**config.mk**
```make
export PLATFORM = sky130hd
export DESIGN_NAME = weight_fetch
export DESIGN_NICKNAME = d
export VERILOG_FILES = /design/src/rtl/weight_pkg.sv /design/src/rtl/weight_skid_buf.sv /design/src/rtl/weight_fetch.sv
export SDC_FILE = /design/constraint.sdc
export NUM_CORES = 1
export LEC_CHECK = 0
export CAP_MARGIN = 10
export CORE_MARGIN = 2
export CORE_UTILIZATION = 55
export CTS_CLUSTER_DIAMETER = 120
export DETAILED_ROUTE_END_ITERATION = 6
export GPL_TIMING_DRIVEN = 0
export PLACE_DENSITY = 0.87
export SLEW_MARGIN = 10
export SYNTH_ARGS = -nofsm -noshare
export SYNTH_HDL_FRONTEND = slang
export SYNTH_SLANG_ARGS = --single-unit
export TNS_END_PERCENT = 100
```
**constraint.sdc**
```tcl
create_clock -name clk -period 6.15 [get_ports clk]
set_clock_uncertainty 0.1 [all_clocks]
set_input_delay 0.9225 -clock clk [delete_from_list [all_inputs] [get_ports clk]]
set_output_delay 0.9225 -clock clk [all_outputs]
set_load 0.1 [all_outputs]
```
**src/rtl/weight_pkg.sv**
```systemverilog
// Shared types and constants for the weight fetch path.
//   word_t     : default-width two's-complement weight word (Q6.7)
//   ADDR_BITS  : default column ROM address width
//   state_t    : fetch sequencer states
package weight_pkg;

    localparam int unsigned INT_BITS_DEF = 6;
    localparam int unsigned FRC_BITS_DEF = 7;
    localparam int unsigned DEPTH_DEF    = 32;
    localparam int unsigned WORD_BITS    = INT_BITS_DEF + FRC_BITS_DEF;
    localparam int unsigned ADDR_BITS    = $clog2(DEPTH_DEF);

    typedef logic [WORD_BITS-1:0] word_t;

    typedef enum logic [1:0] {
        IDLE  = 2'd0,
        FETCH = 2'd1,
        DRAIN = 2'd2,
        DONE  = 2'd3
    } state_t;

endpackage

```
**src/rtl/weight_skid_buf.sv**
```systemverilog
// Two-entry FIFO between the ROM read pipeline and the MAC stream.
// Ports:
//   clk, rst                 : clock, synchronous active-high reset
//   push, push_data/last     : write one word (with its last tag)
//   pop                      : remove the head word (ignored when empty)
//   head_valid/data/last     : registered head of the FIFO
//   level_c                  : combinational occupancy, 0..2
module weight_skid_buf #(
    parameter int unsigned W = 13
) (
    input  logic         clk,
    input  logic         rst,
    input  logic         push,
    input  logic [W-1:0] push_data,
    input  logic         push_last,
    input  logic         pop,
    output logic         head_valid,
    output logic [W-1:0] head_data,
    output logic         head_last,
    output logic [1:0]   level_c
);

    logic         tail_valid;
    logic [W-1:0] tail_data;
    logic         tail_last;
    logic         pop_eff;

    assign pop_eff = pop && head_valid;
    assign level_c = {1'b0, head_valid} + {1'b0, tail_valid};

    // Head/tail shift register; push and pop may coincide at any level.
    always_ff @(posedge clk) begin
        if (rst) begin
            head_valid <= 1'b0;
            head_data  <= '0;
            head_last  <= 1'b0;
            tail_valid <= 1'b0;
            tail_data  <= '0;
            tail_last  <= 1'b0;
        end else begin
            case ({push, pop_eff})
                2'b01: begin
                    head_valid <= tail_valid;
                    head_data  <= tail_data;
                    head_last  <= tail_last;
                    tail_valid <= 1'b0;
                end
                2'b10: begin
                    if (!head_valid) begin
                        head_valid <= 1'b1;
                        head_data  <= push_data;
                        head_last  <= push_last;
                    end else if (!tail_valid) begin
                        tail_valid <= 1'b1;
                        tail_data  <= push_data;
                        tail_last  <= push_last;
                    end
                end
                2'b11: begin
                    if (tail_valid) begin
                        head_data <= tail_data;
                        head_last <= tail_last;
                        tail_data <= push_data;
                        tail_last <= push_last;
                    end else begin
                        head_data <= push_data;
                        head_last <= push_last;
                    end
                end
                default: ;
            endcase
        end
    end

endmodule

```
**src/rtl/weight_fetch.sv**
```systemverilog
// Burst reader: streams len consecutive weight words from a column ROM
// (one-cycle read latency) to the MAC over a valid/ready handshake.
// Optional build macro WEIGHT_FETCH_CHECKSUM_EN adds a burst checksum.
// Ports:
//   clk, rst             : clock, synchronous active-high reset
//   start, len           : burst request (len clamped to DEPTH, 0 = empty)
//   rom_addr, rom_dout   : column ROM read port
//   m_valid/ready/data/last : weight stream to the MAC
//   busy, done           : burst in progress / one-cycle completion pulse
//   csum (macro only)    : signed sum of accepted words, valid with done
module weight_fetch
    import weight_pkg::*;
#(
    parameter  int unsigned INT_BITS = INT_BITS_DEF,
    parameter  int unsigned FRC_BITS = FRC_BITS_DEF,
    parameter  int unsigned DEPTH    = DEPTH_DEF,
    localparam int unsigned W        = INT_BITS + FRC_BITS,
    localparam int unsigned AW       = $clog2(DEPTH)
) (
    input  logic          clk,
    input  logic          rst,
    input  logic          start,
    input  logic [AW:0]   len,
    output logic [AW-1:0] rom_addr,
    input  logic [W-1:0]  rom_dout,
    output logic          m_valid,
    input  logic          m_ready,
    output logic [W-1:0]  m_data,
    output logic          m_last,
    output logic          busy,
    output logic          done
`ifdef WEIGHT_FETCH_CHECKSUM_EN
    ,
    output logic signed [W+AW-1:0] csum
`endif
);

    state_t        state;
    logic [AW-1:0] last_addr;
    logic          inflight;
    logic          inflight_last;

    logic [AW:0]   len_clamp_c;
    logic [AW-1:0] last_addr_c;
    logic [1:0]    level_c;
    logic          pop_c;
    logic          issue_c;

    assign len_clamp_c = (len > (AW+1)'(DEPTH)) ? (AW+1)'(DEPTH) : len;
    assign last_addr_c = AW'(len_clamp_c - (AW+1)'(1));
    assign pop_c       = m_valid && m_ready;

    // rom_addr is registered one step ahead: the cycle a read is issued is the
    // cycle its address is on rom_addr, and its data lands in the FIFO one
    // cycle later. A slot being popped this cycle counts as free, which is
    // what allows a word every cycle with only two entries.
    assign issue_c = (state == FETCH) &&
                     (({1'b0, level_c} + {2'b00, inflight}) <= (3'd1 + {2'b00, pop_c}));

    weight_skid_buf #(.W(W)) u_skid (
        .clk        (clk),
        .rst        (rst),
        .push       (inflight),
        .push_data  (rom_dout),
        .push_last  (inflight_last),
        .pop        (pop_c),
        .head_valid (m_valid),
        .head_data  (m_data),
        .head_last  (m_last),
        .level_c    (level_c)
    );

    // Burst sequencer, address counter and status outputs.
    always_ff @(posedge clk) begin
        if (rst) begin
            state         <= IDLE;
            rom_addr      <= '0;
            last_addr     <= '0;
            inflight      <= 1'b0;
            inflight_last <= 1'b0;
            busy          <= 1'b0;
            done          <= 1'b0;
        end else begin
            done          <= 1'b0;
            inflight      <= issue_c;
            inflight_last <= issue_c && (rom_addr == last_addr);
            // Address holds on the final read of the burst.
            if (issue_c && (rom_addr != last_addr)) begin
                rom_addr <= rom_addr + AW'(1);
            end
            case (state)
                IDLE: begin
                    if (start) begin
                        busy <= 1'b1;
                        if (len == '0) begin
                            state <= DONE;
                            done  <= 1'b1;
                        end else begin
                            state     <= FETCH;
                            rom_addr  <= '0;
                            last_addr <= last_addr_c;
                        end
                    end
                end
                FETCH: begin
                    if (issue_c && (rom_addr == last_addr)) begin
                        state <= DRAIN;
                    end
                end
                DRAIN: begin
                    if (pop_c && m_last) begin
                        state <= DONE;
                        done  <= 1'b1;
                    end
                end
                DONE: begin
                    state <= IDLE;
                    busy  <= 1'b0;
                end
                default: state <= IDLE;
            endcase
        end
    end

`ifdef WEIGHT_FETCH_CHECKSUM_EN
    // Running sum of accepted words, sign-extended to W+AW bits.
    always_ff @(posedge clk) begin
        if (rst) begin
            csum <= '0;
        end else if ((state == IDLE) && start) begin
            csum <= '0;
        end else if (pop_c) begin
            csum <= csum + $signed({{AW{m_data[W-1]}}, m_data});
        end
    end
`endif

endmodule

```
==> metrics, run 1 <==
CP max FO=7; worst hold path type=reg2reg; Crit Path Category=in2reg; Bufs and invs on worst path=1; CP Launch Type=primary input; DR iter-0 viols=roughly 130; DRC violation count after routing=0; ant diodes=0; mean area per synthesized cell=9.28 um^2; Area after DPL=2680 um^2; Tot Pwr=between 1 and 1.5 mW; post-synthesis cell count=236; initial core utilization=between 50% and 60%; post-synthesis mux area share=6.40%; Final #Nets=321; Routed Antenna Nets=0; P_leak=about 0.96 nW; clk sink count=46; Synthesized Nets=271; vias in the first global route=1680; hold_ws=0.399 ns; largest cells by area after synthesis=dfxtp_1 (42%), nor2_1 (6.7%), mux2i_1 (6.4%); largest net degree at the start of global routing=14; Area growth syn-to-layout=26.0%; TritonCTS clock tree=yes; worst path cell trace=clkdlybuf4s50_1 -> nand2_1 -> ha_1 -> nor2b_1 -> o21ai_1 -> o211ai_2 -> o311ai_0 -> o41ai_1; Arr. time, crit path=3.03 ns; Die ar.=4500 um^2; Synth cell types=38; Die Y=roughly 67 um; CORE AREA=~3700 um^2; cts-stage hold buffer count=0; status=finished, final reports clean; Die Width=67.1 um; GRT Residual Overflow=0; XOR/XNOR share of the synthesized area=3.94%; CP delay by family, top=compound AO/OA/AOI/OAI gates; initial antenna violation count=0; Ys Warns=0; Max Fclk=338 MHz; Yosys top cell by area=dfxtp_1; asr flop ratio synth=0%; CTS HTree Levels=2; post-synthesis register bit count=46; power per cell area=527 nW/um^2; Final Hold Vio Count=0; Synth Area in Adders=7.20%; Skew-Pair Late Insertion Delay=0.30 ns; worst path required time=~6.2 ns; num rows=22; post-synthesis sequential area ratio=42.1%; CP max stage cell=clkdlybuf4s50_1; RSZ-0062 raised after global routing=false; fin area=around 2800 um^2; Setup Fix Bufs, Post-CTS=0; Rel. slew slack=about a third; clk buf depth=2; vias per cell=around 5.6; fin crit period=2.96 ns; part of the cycle the worst path needs=48.2%; setup TNS=0 ns; gpl congestion=0.816; Inserted Clock Buffers=5; Final Slew Violations=0; Max IR drop VDD=0.269 mV; Total Routing Usage GR=22.7%; share of cells above drive strength 1=7.34%; top-area cell type share of the netlist area=a little over two fifths; Reg clk slew, reported paths=0.08 ns; Main synth FF type=dfxtp_1; final wirelength=around 4700 um; clock root cell=clkbuf_8; final setup fails=0; first-pass GRT wire length=slightly below 8000 um; Worst-Margin Slew=0.978 ns; Post-Synth Simple-Gate Area=14.9%; Ports=45; post_cts resized=0; CP peak stage delay=roughly 0.49 ns; reg2reg setup slack=3.55 ns; mapped cell area=2190 um^2; WL per Instance=14.1 um; max cap viols=0; # port buffers=43; Compound-Gate Fraction of Synth Area=21.1%; Via Count=between 1500 and 2000; crit end category=register; Post-synth EDFFs=0; post-detail-place hpwl=3500 um; first-pass iteration count of the detailed router=4; largest family of logic cells by synthesized area=compound AO/OA/AOI/OAI gates
cell type report:
type	instances	area, um^2
repair buffers	43	430
fillers	299	985
clock buffers	5	68.8
well taps	48	60.1
flip-flops and latches	46	921
multi-input cells	168	1170
clock inverters	2	10.0
plain buffers	11	53.8
inverters	11	41.3
layer usage:
layer | global-route usage [%] | vias up | part of all wire [%]
met3 | 4.73 | 6 | 3.5
met5 | 0 | - | 0
met2 | 37.7 | 35 | 48
met1 | 30.0 | 892 | 48
li1 | - | 940 | -
met4 | 5.36 | 0 | 0.96
sequential cells by signal (all words and copies together), names as in the netlist:
register           cells
u_skid.head_data      13
u_skid.tail_data      13
last_addr              5
rom_addr               5
state                  2
busy                   1
done                   1
inflight               1
inflight_last          1
u_skid.head_last       1
u_skid.head_valid      1
u_skid.tail_last       1
u_skid.tail_valid      1
cell usage in the layout, fill, tap and decap left out, types with 2 or more instances in the layout:
cell type         n
or3_1             2
a311oi_1          4
o41ai_1           2
dfxtp_1          46
nor2b_1           4
nor2_1           39
a211oi_1         18
a21oi_1           5
nand2_1          13
nand3_1           5
nor3_1            4
a22oi_1          14
xnor2_1           7
o21a_1            2
clkdlybuf4s50_1  43
clkinv_2          2
o21ai_0           4
clkbuf_8          5
inv_1            11
mux2i_1          14
buf_2             4
a21oi_2           2
clkbuf_1          6
ha_1             11
o311ai_0          2
o21ai_1           2
worst paths after layout:
| kind | cells past startpoint | endpoint | startpoint |
|---|---|---|---|
| setup / recovery | 8 | rom_addr[3] | m_ready |
| hold / removal | 2 | u_skid.tail_data[7] | u_skid.tail_data[7] |
| setup reg to reg | 9 | rom_addr[3] | u_skid.head_valid |
| hold reg to reg | 2 | u_skid.tail_data[7] | u_skid.tail_data[7] |
cell families (layout without fill, tap and decap cells):
family	after synthesis	in the layout
AOI/OAI and AO/OA	61	61
xor gates and xnor gates	9	9
adders and majority gates	12	12
buffers and inverters	22	72
and+or+nand+nor	72	72
muxes	14	14
DFF	46	46
stage by stage:
| stage | util, % | worst slack (ns) | instances |
|---|---|---|---|
| after floorplan | - | 3.02 | 236 |
| after global placement | 71.6 | 2.97 | 327 |
| after detailed placement | 71.6 | 2.95 | 327 |
| after CTS | 73.7 | 3.19 | 334 |
| after global routing | 73.7 | 3.05 | 334 |
| final | 73.7 | 3.19 | 334 |
Yosys cell counts, types with 2 or more instances:
cell type / n
a21oi_2: 2
a21oi_1: 5
nor3_1: 4
a311oi_1: 4
buf_2: 4
o311ai_0: 2
nor2b_1: 4
or3_1: 2
o21ai_1: 2
dfxtp_1: 46
clkbuf_1: 6
o21a_1: 2
nor2_1: 39
inv_1: 11
a22oi_1: 14
mux2i_1: 14
a211oi_1: 18
ha_1: 11
nand2_1: 13
o41ai_1: 2
o21ai_0: 4
nand3_1: 5
xnor2_1: 7
worst register-to-register path, cell delays in order, from the launching register on:
cell	delay [ns]
dfxtp_1	0.42
inv_1	0.12
fa_1	0.42
inv_1	0.06
ha_1	0.22
nor2b_1	0.14
o21ai_1	0.23
o211ai_2	0.23
o311ai_0	0.38
o41ai_1	0.13
power breakdown:
group / leakage [nW] / total, mW / switching [mW] / internal [mW]
Sequential: 0.375 / 0.429 / 0.0527 / 0.376
Combinational: 0.543 / 0.852 / 0.604 / 0.248
Clock: 0.0438 / 0.174 / 0.0974 / 0.0763
Total: 0.962 / 1.45 / 0.754 / 0.701
Note: power is estimated with default switching activity, not from simulation.
==> run 2: changes to the inputs <==
--- a/config.mk
+++ b/config.mk
@@ -7,11 +7,11 @@
 export LEC_CHECK = 0
 export CAP_MARGIN = 10
 export CORE_MARGIN = 2
-export CORE_UTILIZATION = 55
+export CORE_UTILIZATION = 46
 export CTS_CLUSTER_DIAMETER = 120
 export DETAILED_ROUTE_END_ITERATION = 6
 export GPL_TIMING_DRIVEN = 0
-export PLACE_DENSITY = 0.87
+export PLACE_DENSITY = 0.78
 export SLEW_MARGIN = 10
 export SYNTH_ARGS = -nofsm -noshare
 export SYNTH_HDL_FRONTEND = slang
==> constraint.sdc (replaced) <==
create_clock -name clk -period 2.6 [get_ports clk]
set_clock_uncertainty 0.1 [all_clocks]
set_input_delay 0.39 -clock clk [delete_from_list [all_inputs] [get_ports clk]]
set_output_delay 0.39 -clock clk [all_outputs]
set_load 0.1 [all_outputs]
==> run 2 against run 1 <==
Via count increased by 2.4%. Non-clock buffer count unchanged. Sequential share of layout area is 0.40 points lower. Worst setup slack worse by 3.0 ns. Cell area rose by 1.6%.
==> metrics, run 2 (synthesis gave the netlist of run 1 again) <==
P_int=1.77 mW (+150%); CP delay by family, top=buffers and inverters; Ports=45 (unchanged); RSZ-0062 raised after global routing=false; FF-to-FF path depth=9 (unchanged); Largest regs=u_skid.head_data x13, u_skid.tail_data x13; Rel. slew slack=34.9% (+0.33 points); fin area=2800 um^2 (+1.6%); Crit. path cell count=1 (-7); CTS HTree Levels=2 (unchanged); Die Y=73.0 um (+8.8%); clk sink count=46 (unchanged); cts-stage hold buffer count=0 (unchanged); Non-Filler Instances=341 (+2.1%); r2r startpoint=inflight; worst slack at placement=-0.129 ns (-3.07 ns); hold_ws=0.399 ns (-0.000310 ns); most common cell after layout, fill and taps aside=dfxtp_1; Multi-input gate area=1180 um^2 (+0.32%); part of the cycle the worst path needs=between 90% and 100%; GRT Residual Overflow=0 (unchanged); clock root cell=clkbuf_8; # port buffers=43 (unchanged); CP endpoint=rom_addr[0]; switching share of power=50.5% (-1.3 points); share of cells above drive strength 1=8.36% (+1.0 points); Reg clk slew, reported paths=0.09 ns (about the same); CORE AREA=4660 um^2 (+24%); Setup Fix Bufs, Post-CTS=0 (unchanged); gpl congestion=0.789 (-3.4%); commonest non-fill, non-tap cells in the layout=dfxtp_1 (45), clkdlybuf4s50_1 (43), nor2_1 (39), a211oi_1 (18); Final #Nets=321 (unchanged); worst hold path type=reg2reg; Via Count=1918 (+2.4%); Routed Antenna Nets=0 (unchanged); setup TNS=0 ns (unchanged); Max IR drop VDD=0.652 mV (+140%); Cell Count Post-Placement=333 (+1.8%); Worst-Margin Slew=0.973 ns (-0.00497 ns); Area growth syn-to-layout=28.1%; final wirelength=4970 um (+5.7%); final worst slack=0.183 ns (-3.01 ns); power per cell area=1280 nW/um^2 (+140%); post-detail-place hpwl=3670 um (+4.7%); Seq. cell area=925 um^2 (+0.41%); P_leak=0.977 nW (+1.6%); Fillers=422 (+41%); Die ar.=5330 um^2 (+18%); vias per cell=5.62 (+0.30%); switching power=1.81 mW (+140%); final setup fails=0 (unchanged); crit end category=output port; worst path cell trace=clkdlybuf4s50_1; Flop pwr share=28.5% (-1.0 points); Inserted Clock Buffers=5 (unchanged); max cap viols=0 (unchanged); CP peak stage delay=1.18 ns (+0.69 ns); status=finished, final reports clean; DR iter-0 viols=89 (-29%); CP Launch Type=register; Arr. time, crit path=1.93 ns (-1.10 ns); fin crit period=2.42 ns; fin util=60.2% (-14 points); ant diodes=0 (unchanged); CP max stage cell=clkdlybuf4s50_1; worst path required time=2.11 ns (-4.11 ns); Area after DPL=2690 um^2 (+0.42%); Bufs and invs on worst path=1 (unchanged); initial antenna violation count=0 (unchanged); initial core utilization=47.0% (-12 points); CP max FO=5 (-2); Crit Path Category=reg2out; num rows=25 (+14%); first-pass iteration count of the detailed router=4 (unchanged); WL per Instance=14.6 um (+3.5%); vias in the first global route=1784 (+6.2%); Skew-Pair Late Insertion Delay=0.29 ns (about the same); Comb power frac=56.8% (-1.8 points); Critical Path Source=rom_addr[0]; Final Hold Vio Count=0 (unchanged); Max Fclk=414 MHz; Die Width=73.0 um (+8.8%); largest net degree at the start of global routing=15 (+1); TritonCTS clock tree=yes; Total Routing Usage GR=19.5% (-3.2 points); Crit Reg-Reg Endpoint=rom_addr[4]; DRC violation count after routing=0 (unchanged); Tot Pwr=3.58 mW (+150%); Final Slew Violations=0 (unchanged); clk buf depth=2 (unchanged); reg2reg setup slack=0.25 ns (-3.30 ns); first-pass GRT wire length=8180 um (+5.3%); clock share of power=14.7% (+2.8 points)
run 2: cell types whose count changed in the layout (fill, tap and decap cells not counted), sizes merged:
cell	previous run	this run
bufinv	0	1
run 2: worst min path at each step:
| stage | from | end | slack [ns] | cells after the start |
|---|---|---|---|---|
| 2_1_floorplan | u_skid.tail_data[0] | u_skid.tail_data[0] | 0.36 | 2 |
| 4_1_cts | u_skid.head_data[9] | u_skid.head_data[9] | 0.40 | 2 |
| 3_5_place_dp | u_skid.tail_data[9] | u_skid.tail_data[9] | 0.38 | 2 |
| 6_report | u_skid.head_data[9] | u_skid.head_data[9] | 0.40 | 2 |
| 5_1_grt | u_skid.tail_data[8] | u_skid.tail_data[8] | 0.42 | 2 |
| 3_3_place_gp | u_skid.tail_data[12] | u_skid.tail_data[12] | 0.37 | 2 |
run 2: cell type report:
class,instances,area share [%]
tap,54,2.41
sequential,46,33.0
multi-input combinational,168,42.0
timing repair buffer,43,15.4
buffer,11,1.92
clock inverter,3,1.43
clock buffer,5,2.45
inverter,11,1.47
run 2: timing repair:
action / 4_1_cts / 5_1_grt
endpoints found under the hold margin: 0 / 0
gates resized for setup: 0 / 3
endpoints found under the setup margin: 0 / 2
run 2: metal layers:
layer / global-route usage [%] / routed length [um] / up-vias
met1: 24.1 / 2200 / 920
met2: 34.5 / 2560 / 47
met5: 0 / 0 / -
li1: - / - / 947
met3: 3.45 / 175 / 4
met4: 5.35 / 35 / 0
run 2: power groups by stage:
stage	clock network, mW	registers (mW)	logic [mW]
detailed placement	0	1.04	2.01
finish	0.525	1.02	2.03
CTS	0.531	1.02	2.03
floorplan	0	1.82	0.785
global route	0.561	1.04	2.17
global placement	0	1.03	1.98
==> run 3: changes to the inputs <==
--- a/config.mk
+++ b/config.mk
@@ -6,6 +6,7 @@
 export NUM_CORES = 1
 export LEC_CHECK = 0
 export CAP_MARGIN = 10
+export CORE_ASPECT_RATIO = 2
 export CORE_MARGIN = 2
 export CORE_UTILIZATION = 46
 export CTS_CLUSTER_DIAMETER = 120
==> run 3 against run 2 <==
Wire length shrank 4.3%. Hold slack improved by 0.00061 ns. Sequential cell count unchanged. Register-to-register slack worse by 0.05 ns. Total power decreased by 0.40%. Non-clock buffer count unchanged. Sequential power is essentially flat. Global-route usage increased by 0.27 points.
==> metrics, run 3 (synthesis gave the netlist of run 1 again) <==
ant diodes=0 (unchanged); part of the cycle the worst path needs=92.5% (-0.48 points); largest net degree at the start of global routing=15 (unchanged); Final #Nets=321 (unchanged); Arr. time, crit path=2.47 ns (+0.54 ns); share of cells above drive strength 1=8.01% (-0.35 points); # port buffers=43 (unchanged); vias per cell=5.36 (-4.7%); first-pass iteration count of the detailed router=4 (unchanged); first-pass GRT wire length=7980 um (-2.4%); initial core utilization=47.6% (+0.64 points); CP max FO=7 (+2); Area after DPL=2690 um^2 (about the same); Rel. slew slack=34.7% (-0.19 points); RSZ-0062 raised after global routing=false; Max Fclk=416 MHz (+0.52%); initial antenna violation count=0 (unchanged); max cap viols=0 (unchanged); Crit Path Category=reg2reg; post-detail-place hpwl=3710 um (+1.1%); CORE AREA=4600 um^2 (-1.3%); Routed Antenna Nets=0 (unchanged); fin area=2810 um^2 (about the same); hold_ws=0.399 ns (+0.000612 ns); final setup fails=0 (unchanged); setup TNS=0 ns (unchanged); Non-Filler Instances=342 (+0.29%); Tot Pwr=3.57 mW (-0.40%); Reg clk slew, reported paths=0.09 ns (about the same); worst hold path type=reg2reg; Largest regs=u_skid.head_data x13, u_skid.tail_data x13; fin util=61.0% (+0.87 points); Die Y=102 um (+39%); CTS HTree Levels=2 (unchanged); DR iter-0 viols=17 (-81%); Final Hold Vio Count=0 (unchanged); P_leak=0.971 nW (-0.66%); GRT Residual Overflow=0 (unchanged); crit end category=register; Cell Count Post-Placement=334 (+0.30%); status=finished, final reports clean; Worst-Margin Slew=0.976 ns (+0.00284 ns); worst path required time=2.67 ns (+0.56 ns); num rows=35 (+40%); most common cell after layout, fill and taps aside=dfxtp_1; CP Launch Type=register; fin crit period=2.40 ns (-0.0124 ns); vias in the first global route=1813 (+1.6%); Max IR drop VDD=0.888 mV (+36%); power per cell area=1270 nW/um^2 (-0.49%); Die Width=52.8 um (-28%); DRC violation count after routing=0 (unchanged); Area growth syn-to-layout=28.2% (about the same); gpl congestion=0.776 (-1.6%); final worst slack=0.196 ns (+0.0124 ns); Skew-Pair Late Insertion Delay=0.30 ns (about the same); Die ar.=5360 um^2 (+0.64%); worst slack at placement=-0.126 ns (+0.00300 ns); clk sink count=46 (unchanged); Final Slew Violations=0 (unchanged); Total Routing Usage GR=19.7% (+0.27 points); Via Count=1833 (-4.4%); commonest non-fill, non-tap cells in the layout=dfxtp_1 (45), clkdlybuf4s50_1 (43), nor2_1 (39), a211oi_1 (18); Inserted Clock Buffers=5 (unchanged); TritonCTS clock tree=yes; Ports=45 (unchanged); final wirelength=4760 um (-4.3%); WL per Instance=13.9 um (-4.6%); clock root cell=clkbuf_8; clk buf depth=2 (unchanged)
==> run 3: changes by cell type in the layout (fill, tap and decap cells not counted), sizes merged <==
cell and change:
clkinv -2, clkbuf +1, clkinvlp +1
==> run 3: power by group <==
part / switching, mW / internal (mW) / leakage, nW
clock network: 0.244 / 0.287 / 0.0514
registers: 0.127 / 0.894 / 0.376
logic: 1.42 / 0.592 / 0.544
==> run 3: cell type report <==
cell class | instances | area, um^2
fillers | 409 | 1790
well taps | 55 | 68.8
repair buffers | 43 | 430
inverters | 11 | 41.3
clock buffers | 6 | 72.6
plain buffers | 11 | 53.8
flip-flops and latches | 46 | 925
clock inverters | 2 | 37.5
multi-input cells | 168 | 1180
==> run 3: path summary, 6_finish.rpt <==
check,end,start,cells past startpoint,slack [ns]
max reg2reg,rom_addr[3],u_skid.head_valid,9,0.20
min,u_skid.tail_data[2],u_skid.tail_data[2],2,0.40
max,rom_addr[3],u_skid.head_valid,9,0.20
min reg2reg,u_skid.tail_data[2],u_skid.tail_data[2],2,0.40
==> run 3: what timing repair did <==
item / 4_1_cts / 5_1_grt
resized for setup: 0 / 2
setup buffers: 0 / 0
hold buffers: 0 / 0
endpoints found under the setup margin: 0 / 2
==> run 3: critical path: stages, from the launching register on <==
cell      delay (ns)
dfxtp_4         0.39
inv_1           0.09
fa_1            0.41
inv_1           0.06
ha_1            0.22
nor2b_1         0.16
o21ai_2         0.18
o211ai_2        0.21
o311ai_0        0.33
o41ai_1         0.13
==> run 3: metal layers <==
layer / routed length [um] / GRT usage [%] / up-vias
met5: 0 / 0 / -
met4: 142 / 9.07 / 0
met3: 173 / 3.69 / 10
met2: 2710 / 37.1 / 49
met1: 1740 / 19.8 / 826
li1: - / - / 948
==> patch 1, RTL diff (flow settings as in run 2) <==
Change the package constant `FRC_BITS_DEF` from 7 to 14.
--- a/src/rtl/weight_pkg.sv
+++ b/src/rtl/weight_pkg.sv
@@ -7,3 +7,3 @@
     localparam int unsigned INT_BITS_DEF = 6;
-    localparam int unsigned FRC_BITS_DEF = 7;
+    localparam int unsigned FRC_BITS_DEF = 14;
     localparam int unsigned DEPTH_DEF    = 32;
Ports: changed (resized m_data and rom_dout); port bits go from 45 to 59. The function was not compared with the original's and may differ.
==> patch 1 against run 2 <==
Area after synthesis up 23%; critical path depth unchanged; sequential share of layout area up 0.62 points; global-route usage up 1.3 points; sequential cell count up 14; design area up 28%; worst setup slack worse by 22 ps; power up 35%; routed wire length up 21%.
==> patch 1: results (changes against run 2) <==
| Metric | Value |
|---|---|
| Hold path start | `u_skid.tail_data[4] (was u_skid.head_data[9])` |
| Synth area leaders | `dfxtp_1, mux2i_1, nor2_1, a211oi_1, a22oi_1 (was dfxtp_1, nor2_1, mux2i_1, ha_1, a211oi_1)` |
| M1 GR Usage | `25.5% (was 24.1%)` |
| Drt wl/cell | `13.9 µm (was 14.6 µm)` |
| Dpl cell area | `3370 µm² (was 2690 µm²)` |
| Met3 Use GR | `5.73% (was 3.45%)` |
| WHS Endpoint | `u_skid.tail_data[4] (was u_skid.head_data[9])` |
| PD cells | `1350 nW/µm² (was 1280 nW/µm²)` |
| Pin count of the biggest net entering global routing | `11 (was 15)` |
| Synth Area in Compound Gates | `19.5% (was 21.1%)` |
| # port buffers | `58 (was 43)` |
| Pre-antenna DRT Iters | `6 (was 4)` |
| Placed cell count | `417 (was 333)` |
| Final WS setup | `161 ps (was 183 ps)` |
| Syn nets | `329 (was 271)` |
| WL met3 | `271 µm (was 175 µm)` |
| Dpl ws | `-97.2 ps (was -129 ps)` |
| Total number of vias | `2316 (was 1918)` |
| GPL Wtd Cong | `0.755 (was 0.789)` |
| HPWL Detailed | `4400 µm (was 3670 µm)` |
| Sequential Power Share | `27.6% (was 28.5%)` |
| GR Util All Layers | `20.8% (was 19.5%)` |
| Syn_area_per_cell | `9.39 µm² (was 9.28 µm²)` |
| Clock-pin slew on the worst setup and hold paths | `60 ps (was 90 ps)` |
| Final cell count without fillers | `432 (was 341)` |
| H-tree depth | `3 (was 2)` |
| Mux share of post-synthesis cell area | `8.91% (was 6.40%)` |
| Leak Pwr | `1.24 nW (was 0.977 nW)` |
| FF-to-FF End | `rom_addr[3] (was rom_addr[4])` |
| First-pass GRT wire length | `10300 µm (was 8180 µm)` |
| Hold slack | `397 ps (was 399 ps)` |
| Arr. time, crit path | `1950 ps (was 1930 ps)` |
| Netlist cell types | `40 (was 38)` |
| Status | `completed (unchanged)` |
| Sw Pwr | `2.40 mW (was 1.81 mW)` |
| Clock power frac | `17.8% (was 14.7%)` |
patch 1: cell types whose count changed after synthesis, sizes merged, moves of 3 or more:
cell / run 2 / this run
inv: 11 / 8
a211oi: 18 / 26
mux2i: 14 / 24
a22oi: 14 / 21
a311oi: 4 / 1
clkbuf: 6 / 12
dfxtp: 46 / 60
nand2: 13 / 7
nor2: 39 / 55
patch 1: kinds of logic after synthesis:
family                     after synthesis
and+or+nand+nor                         86
buffers and inverters                   24
AOI/OAI and AO/OA                       73
DFF                                     60
adders and majority gates               12
xor gates and xnor gates                 8
muxes                                   24
patch 1: cell type report:
type	instances	area [µm²]
Buffer	16	68.8
Clock buffer	12	165
Clock inverter	3	43.8
Fill cell	475	1990
Inverter	8	30.0
Multi-Input combinational cell	203	1400
Sequential cell	60	1200
Tap cell	72	90.1
Timing Repair Buffer	58	581
==> patch 2, RTL diff (config.mk and constraints of run 2) <==
Made on the original files. Re-encode `state_t` (4 states) as one-hot, 4 bits wide.
--- a/src/rtl/weight_pkg.sv
+++ b/src/rtl/weight_pkg.sv
@@ -14,7 +14,7 @@
 
-    typedef enum logic [1:0] {
-        IDLE  = 2'd0,
-        FETCH = 2'd1,
-        DRAIN = 2'd2,
-        DONE  = 2'd3
+    typedef enum logic [3:0] {
+        IDLE  = 4'b0001,
+        FETCH = 4'b0010,
+        DRAIN = 4'b0100,
+        DONE  = 4'b1000
     } state_t;
Check against the original RTL: same outputs for any inputs over 10 cycles, from zero or initial values and one cycle with rst high; not proved beyond that.
==> patch 2 against run 2 <==
Via count fell by 2.4%; maximum frequency rose by 0.68%; non-clock buffer count did not move; worst setup slack improved by 16 ps; first-iteration DRC count fell by 33%; routed wire length fell by 3.4%; area after synthesis rose by 1.8%; count of clock-buffer cells in the layout did not move; global-route usage fell by 1.0 points; design area rose by 1.3%; sequential cell count rose by 2; critical path type unchanged; critical endpoint unchanged.
Power is not compared: it rests on default switching activity, and its combinational part moved more than twofold at a synthesized area within 25%.
==> patch 2: results (changes against run 2) <==
| Metric | Value |
|---|---|
| Status | `completed (unchanged)` |
| Nets | `320 (was 321)` |
| HPWL Detailed | `3450 µm (was 3670 µm)` |
| Antenna diodes | `0 (unchanged)` |
| Post-CTS Setup Repair Bufs | `0 (unchanged)` |
| Final wirelength | `4800 µm (was 4970 µm)` |
| Drt initial violations | `60 (was 89)` |
| H-tree depth | `2 (unchanged)` |
| CTS buffer count | `5 (unchanged)` |
| Peak VDD IR | `313 µV` |
| Root Driver | `clkbuf_8 (unchanged)` |
| Post-synthesis sequential area ratio | `43.1% (was 42.1%)` |
| Share of cells above drive strength 1 | `9.31% (was 8.36%)` |
| Arr. time, crit path | `1910 ps (was 1930 ps)` |
| First-pass GRT wire length | `7730 µm (was 8180 µm)` |
| EDFF count, synth | `0 (unchanged)` |
| Pre-antenna DRT Iters | `4 (unchanged)` |
| # port buffers | `43 (unchanged)` |
| Pin count of the biggest net entering global routing | `16 (was 15)` |
| Leak Pwr | `0.952 nW` |
| FILL cells | `428 (was 422)` |
| Dpl ws | `63.9 ps (was -129 ps)` |
| Synth cell count leaders | `dfxtp_1, nor2_1, mux2i_1 (was dfxtp_1, nor2_1, a211oi_1)` |
| Rel. slew slack | `34.3% (was 34.9%)` |
| Antenna violations before repair | `0 (unchanged)` |
| Clock-pin slew on the worst setup and hold paths | `90 ps (about the same)` |
| Min-Delay Path Class | `flop to flop (unchanged)` |
| Final hold vios | `0 (unchanged)` |
| Critical path's top delay family | `buffers and inverters (unchanged)` |
| Hold path start | `busy (was u_skid.head_data[9])` |
| Number of global-route vias before repair | `1731 (was 1784)` |
| Top Registers | `u_skid.head_data (13), u_skid.tail_data (13) (unchanged)` |
| PD cells | `565 nW/µm²` |
| Syn nets | `270 (was 271)` |
| Synth area leaders | `dfxtp_1, nor2_1, mux2i_1, a211oi_1, a22oi_1 (was dfxtp_1, nor2_1, mux2i_1, ha_1, a211oi_1)` |
| GR Util All Layers | `18.5% (was 19.5%)` |
| Vias/cell | `5.44 (was 5.62)` |
| Launch point of the worst reg-to-reg path | `inflight (unchanged)` |
| CP startpoint | `rom_addr[0] (unchanged)` |
| Netlist cell types | `41 (was 38)` |
| Critical-path maximum fanout | `5 (unchanged)` |
| GPL Wtd Cong | `0.760 (was 0.789)` |
| Ys async rst share | `0% (unchanged)` |
patch 2: cell count changes after synthesis, moves of 3 or more:
cell      change
a211oi_2      +4
ha_1          -4
nand2_1       -6
nor2_1        +5
a211oi_1      -3
nand3_1       +3
a311oi_1      -4
nand2b_1      +4
inv_1         -4
a21oi_1       +3
patch 2: cell families after synthesis:
group           synth area share, %
simple gates                   17.7
compound gates                 20.8
flops                          43.1
buf+inv                        3.65
mux                            7.18
fa+ha+maj                      4.83
xor+xnor                       2.75
patch 2: cell type report:
class                   instances  area, µm²  area share, %
multi-input cells             173       1190           41.8
repair buffers                 43        430           15.1
plain buffers                  11       55.1           1.94
inverters                       7       26.3          0.925
clock inverters                 3       41.3           1.45
flip-flops and latches         48        965           33.9
clock buffers                   5       68.8           2.42
well taps                      54       67.6           2.38
patch 2: worst paths after layout:
kind / end / slack [ps] / cells after the start
max: rom_addr[0] / 200 / 1
max reg2reg: rom_addr[4] / 250 / 9
min reg2reg: busy / 390 / 2
min: busy / 390 / 2
patch 2: power by group:
part | internal, mW | switching [mW] | total (mW) | leakage, nW
registers | 0.759 | 0.0190 | 0.778 | 0.390
logic | 0.104 | 0.183 | 0.287 | 0.504
clock network | 0.286 | 0.256 | 0.542 | 0.0585
total | 1.15 | 0.458 | 1.61 | 0.952
patch 2: layer usage:
layer	up-vias	part of all wire (%)	wire [µm]	track usage, %
li1	949	-	-	-
met1	873	46	2220	22.6
met2	43	48	2290	30.8
met3	7	4.9	235	4.94
met4	0	1.2	57	7.27
met5	-	0	0	0
patch 2: through the flow:
stage	cell area, µm²	instances	util [%]
final	2840	344	60.6
after global routing	2840	344	60.6
after CTS	2840	344	60.6
after detailed placement	2730	336	58.2
after global placement	2730	336	58.2
after floorplan	2230	239	-
